$ cat src/rtl/lsu_seq.sv
// Load/store sequencer: turns one decoded load/store into a single word-aligned
// req/ack memory transaction, stalls the core until it completes, and returns
// extended load data or a one-cycle fault code.
module lsu_seq #(
    parameter int unsigned TIMEOUT_CYCLES = 255,
    parameter int unsigned CNT_WIDTH      = 16
) (
    input  logic        i_clk,
    input  logic        i_rst,
    input  logic        i_load,
    input  logic        i_store,
    input  logic [2:0]  i_lsu_op,
    input  logic [31:0] i_addr,
    input  logic [31:0] i_wdata,
    output logic        o_stall,
    output logic [31:0] o_rdata,
    output logic        o_rdata_valid,
    output logic [1:0]  o_fault,
    output logic        o_mem_req,
    output logic        o_mem_we,
    output logic [31:0] o_mem_addr,
    output logic [3:0]  o_mem_be,
    output logic [31:0] o_mem_wdata,
    input  logic        i_mem_ack,
    input  logic [31:0] i_mem_rdata
);

    localparam logic [1:0] S_IDLE = 2'd0;
    localparam logic [1:0] S_REQ  = 2'd1;
    localparam logic [1:0] S_DONE = 2'd2;

    localparam logic [1:0] FAULT_NONE     = 2'b00;
    localparam logic [1:0] FAULT_MISALIGN = 2'b01;
    localparam logic [1:0] FAULT_TIMEOUT  = 2'b10;
    localparam logic [1:0] FAULT_ILLEGAL  = 2'b11;

    // Last REQ-state count value before the access is abandoned.
    localparam logic [CNT_WIDTH-1:0] CNT_LAST = CNT_WIDTH'(TIMEOUT_CYCLES - 1);

    logic [1:0]           state_q;
    logic [CNT_WIDTH-1:0] cnt_q;
    logic [2:0]           op_q;
    logic [1:0]           off_q;

    logic        access;
    logic        illegal;
    logic        misaligned;
    logic [3:0]  be_new;
    logic [31:0] wdata_new;
    logic [31:0] ld_ext;
    logic [7:0]  ld_byte;
    logic [15:0] ld_half;

    // Decode of the access currently presented by the core.
    always_comb begin
        access     = i_load | i_store;
        illegal    = (i_load & i_store) | (i_lsu_op == 3'b011) | (i_lsu_op[2:1] == 2'b11) |
                     (i_store & i_lsu_op[2]);
        misaligned = ((i_lsu_op[1:0] == 2'b01) & i_addr[0]) |
                     ((i_lsu_op[1:0] == 2'b10) & (i_addr[1:0] != 2'b00));
    end

    // Store lane steering: replicate data across lanes, enable only the target bytes.
    always_comb begin
        be_new    = 4'b1111;
        wdata_new = i_wdata;
        if (i_store) begin
            case (i_lsu_op[1:0])
                2'b00: begin
                    be_new    = 4'b0001 << i_addr[1:0];
                    wdata_new = {4{i_wdata[7:0]}};
                end
                2'b01: begin
                    be_new    = i_addr[1] ? 4'b1100 : 4'b0011;
                    wdata_new = {2{i_wdata[15:0]}};
                end
                default: ;
            endcase
        end
    end

    // Load extraction from the returned word using the latched size and offset.
    always_comb begin
        case (off_q)
            2'd0:    ld_byte = i_mem_rdata[7:0];
            2'd1:    ld_byte = i_mem_rdata[15:8];
            2'd2:    ld_byte = i_mem_rdata[23:16];
            default: ld_byte = i_mem_rdata[31:24];
        endcase
        ld_half = off_q[1] ? i_mem_rdata[31:16] : i_mem_rdata[15:0];
        case (op_q[1:0])
            2'b00:   ld_ext = op_q[2] ? {24'b0, ld_byte} : {{24{ld_byte[7]}}, ld_byte};
            2'b01:   ld_ext = op_q[2] ? {16'b0, ld_half} : {{16{ld_half[15]}}, ld_half};
            default: ld_ext = i_mem_rdata;
        endcase
    end

    // Core is held while an access waits in IDLE and for every REQ cycle.
    always_comb begin
        o_stall = ((state_q == S_IDLE) & access) | (state_q == S_REQ);
    end

    // Sequencer state, memory interface and result registers.
    always_ff @(posedge i_clk) begin
        if (i_rst) begin
            state_q       <= S_IDLE;
            cnt_q         <= '0;
            op_q          <= 3'b000;
            off_q         <= 2'b00;
            o_rdata       <= 32'b0;
            o_rdata_valid <= 1'b0;
            o_fault       <= FAULT_NONE;
            o_mem_req     <= 1'b0;
            o_mem_we      <= 1'b0;
            o_mem_addr    <= 32'b0;
            o_mem_be      <= 4'b0;
            o_mem_wdata   <= 32'b0;
        end else begin
            // Result strobes are single-cycle; only the DONE entry sets them.
            o_rdata_valid <= 1'b0;
            o_fault       <= FAULT_NONE;
            case (state_q)
                S_IDLE: begin
                    cnt_q <= '0;
                    if (access) begin
                        if (illegal) begin
                            o_fault <= FAULT_ILLEGAL;
                            state_q <= S_DONE;
                        end else if (misaligned) begin
                            o_fault <= FAULT_MISALIGN;
                            state_q <= S_DONE;
                        end else begin
                            op_q        <= i_lsu_op;
                            off_q       <= i_addr[1:0];
                            o_mem_addr  <= {i_addr[31:2], 2'b00};
                            o_mem_we    <= i_store;
                            o_mem_be    <= be_new;
                            o_mem_wdata <= wdata_new;
                            o_mem_req   <= 1'b1;
                            state_q     <= S_REQ;
                        end
                    end
                end
                S_REQ: begin
                    cnt_q <= cnt_q + 1'b1;
                    // Ack takes priority over a timeout in the same cycle.
                    if (i_mem_ack) begin
                        o_mem_req <= 1'b0;
                        state_q   <= S_DONE;
                        if (!o_mem_we) begin
                            o_rdata       <= ld_ext;
                            o_rdata_valid <= 1'b1;
                        end
                    end else if (cnt_q == CNT_LAST) begin
                        o_mem_req <= 1'b0;
                        o_fault   <= FAULT_TIMEOUT;
                        o_rdata   <= 32'b0;
                        state_q   <= S_DONE;
                    end
                end
                S_DONE: begin
                    cnt_q   <= '0;
                    state_q <= S_IDLE;
                end
                default: state_q <= S_IDLE;
            endcase
        end
    end

endmodule
$ cat config.mk
export PLATFORM = sky130hd
export DESIGN_NAME = lsu_seq
export DESIGN_NICKNAME = d
export VERILOG_FILES = /design/src/rtl/lsu_seq.sv
export SDC_FILE = /design/constraint.sdc
export NUM_CORES = 1
export LEC_CHECK = 0
export BUFFER_PORTS_ARGS = -buffer_cell sky130_fd_sc_hd__buf_2
export CAP_MARGIN = 20
export CORE_AREA = 2 2 119 98
export DETAILED_ROUTE_END_ITERATION = 8
export DIE_AREA = 0 0 121 100
export PLACE_DENSITY = 0.9
export SYNTH_ARGS = -nofsm -noshare
export SYNTH_HDL_FRONTEND = slang
export SYNTH_SLANG_ARGS = --single-unit
$ cat constraint.sdc
create_clock -name i_clk -period 4.37 [get_ports i_clk]
set_clock_uncertainty 0.05 [all_clocks]
set_input_delay 0.874 -clock i_clk [delete_from_list [all_inputs] [get_ports i_clk]]
set_output_delay 0.874 -clock i_clk [all_outputs]
set_load 0.03 [all_outputs]
==> impl_metrics.ini <==
[status]
status = finished clean

[finish]
area_growth_pct = 29.58
drive_gt1_share_pct = 33.37
diodes = 0
finalNetCount = 908
stdcell_count = 963

[floorplanning]
coreArea_sq_um = 11080
dieArea_sq_um = 12100
io_pins = 210
num_rows = 35
start_util_pct = 50.69
die_w_um = 121
die_h_um = 100

[clocking]
htree_levels = 4
clock_latency_ns = 0.41
clock_path_buffers = 2
cts_tree = built
root_buffer = clkbuf_16
cts_made_buffers = 17
postCtsResizedCells = 0
clkSinkCount = 126
cts_setup_buffers = 0
clkTransAtPathRegs_ns = 0.06
cts_hold_buf = 0

[synth]
async_flop_share_pct = 0
yosys.area.top_type = dfxtp_1
synth_most_common_cell = dfxtp_1
synth_top_flop_cell = dfxtp_1
synth_edf_count = 0
synth_top_area_share_pct = 44.91
synth_area_leaders = dfxtp_1, a21oi_1, a221o_1
ys_types = 69
yosys_warnings = 0
syn_area_sq_um = 5617
synth_seq_area_share_pct = 44.91
ys_ff_latch = 126
synthCells = 628
synthTopCellsByCount = dfxtp_1, a21oi_1, o21ai_0
postSynthAreaPerCell_sq_um = 8.944

[power_and_ir_drop]
peakVddDrop_mv = 0.2736
p_per_area_nw_per_um2 = 436.9
leakage_nw = 3.141

[grt]
grt_pass1_vias = 5395
grt_pass1_wl_mm = 26.79
grt_overflow_total = 0
grt_max_degree = 54
antenna_found_initial = 1
grt_util_all_layers_pct = 27.67

[timing]
rsz0062_at_grt = no
setup_tns_ns = 0
period_minus_slack_ns = 2.897
hold_violations = 0
max_slew_margin_pct = 31.75
worst-slew-pin-transition_ns = 1.018
maxSlewViolCount = 0
fin_crit_sh_pct = 66.29
finalSetupViolCount = 0
fmax_ghz = 0.3452

[min_path]
hp-class = reg2reg

[place]
hpwl_mm = 11.33
dp.cells = 930
gp_congestion = 0.8333
io_buffers = 207

[job]
drv_cap = 0

[detailed_routing]
first_iter_violations = 507
drc = 0
vias = 5743
dr.pass1.iters = 5
wl_mm = 17.03
ant_nets = 0
wl_per_cell_um = 17.69
via_per_inst = 5.964

[critical_path]
path_max_fanout = 32
startpoint_type = primary input
cp_data_required_time_ns = 4.62
critical_path_arrival_ns = 3.15
critPathCaptureType = flop
worstSetupPathType = in2reg
[flip-flops by register name (all words and copies together), names as in the netlist]
name	cells
o_fault	2
o_mem_be	4
op_q	3
o_mem_req	1
o_rdata_valid	1
o_mem_wdata	32
state_q	2
cnt_q	16
off_q	2
o_mem_addr	30
o_rdata	32
o_mem_we	1
[path summary, 6_finish.rpt]
| path | startpoint | end | slack [ns] | depth (start not counted) |
|---|---|---|---|---|
| setup / recovery | i_lsu_op[0] | o_mem_wdata[16] | 1.47 | 6 |
| hold / removal | o_mem_addr[23] | o_mem_addr[23] | 0.42 | 2 |
| setup reg to reg | off_q[1] | o_rdata[19] | 1.79 | 4 |
| hold reg to reg | o_mem_addr[23] | o_mem_addr[23] | 0.42 | 2 |
[critical path, cell delays in order]
cell and delay, ns:
buf_2 0.25, o21ai_0 0.43, o2111a_2 0.67, buf_4 0.43, a21oi_1 0.14, a311oi_1 0.33
[logic make-up after synthesis]
kind of cell / after synthesis / synth area share (%)
adders and majority gates: 2 / 0.4455
buffers and inverters: 72 / 5.881
muxes: 23 / 4.478
AOI/OAI and AO/OA: 226 / 26.35
other: 1 / 0.06677
DFF: 126 / 44.91
xor gates and xnor gates: 10 / 1.559
and+or+nand+nor: 168 / 16.31
[where the power goes]
group | total, mW | leakage [nW] | internal, mW | switching [mW]
clock | 1.49 | 0.291 | 0.951 | 0.538
sequential | 1.23 | 1.02 | 1.20 | 0.0367
combinational | 0.456 | 1.83 | 0.150 | 0.306
total | 3.18 | 3.14 | 2.30 | 0.881
[placed cells by master, fill, tap and decap left out, drive strengths merged, types with 3 or more instances in the layout]
master / Yosys / layout
buf: 26 / 216
dfxtp: 126 / 126
a21oi: 78 / 78
o21ai: 57 / 57
nand3: 50 / 50
nand2: 37 / 37
a221o: 31 / 31
nor2: 22 / 22
clkbuf: 36 / 17
mux2i: 15 / 15
nor3: 14 / 14
inv: 10 / 11
a311oi: 11 / 11
nor2b: 10 / 10
o22ai: 10 / 10
a22o: 10 / 10
mux2: 7 / 7
o211ai: 6 / 6
nand2b: 6 / 6
xnor2: 5 / 5
xor2: 5 / 5
clkinvlp: 0 / 5
clkinv: 0 / 5
bufinv: 0 / 4
nor4: 4 / 4
nor3b: 3 / 3
o2bb2ai: 3 / 3
nor4b: 3 / 3
o2111ai: 3 / 3
[final cells by class]
class,instances,area [sq um]
Fill cell,914,3801
Sequential cell,126,2522
Inverter,10,37.54
Clock inverter,15,195.2
Timing Repair Buffer,216,1104
Multi-Input combinational cell,431,2809
Clock buffer,17,425.4
Tap cell,148,185.2
[layer usage]
layer  part of all wire (%)  up-vias  global-route usage [%]
met3                    9.4       33                   8.409
met1                     41     2698                   35.08
li1                       -     2697                       -
met2                     47      313                   45.12
met5                  0.076        -                       0
met4                    2.1        2                   9.213
[metrics by stage]
| stage | setup slack [ns] | hold WS [ns] | total power, mW | util (%) | instance area (sq um) |
|---|---|---|---|---|---|
| floorplan | 1.840 | 0.4160 | 1.552 | - | 5620 |
| global placement | 1.304 | 0.3916 | 1.698 | 60.02 | 6650 |
| global route | 1.385 | 0.4374 | 3.285 | 65.69 | 7278 |
| detailed placement | 1.149 | 0.3982 | 1.704 | 60.02 | 6650 |
| CTS | 1.513 | 0.4232 | 3.179 | 65.62 | 7271 |
| finish | 1.473 | 0.4225 | 3.180 | 65.69 | 7278 |
Note: power is estimated with default switching activity, not from simulation.
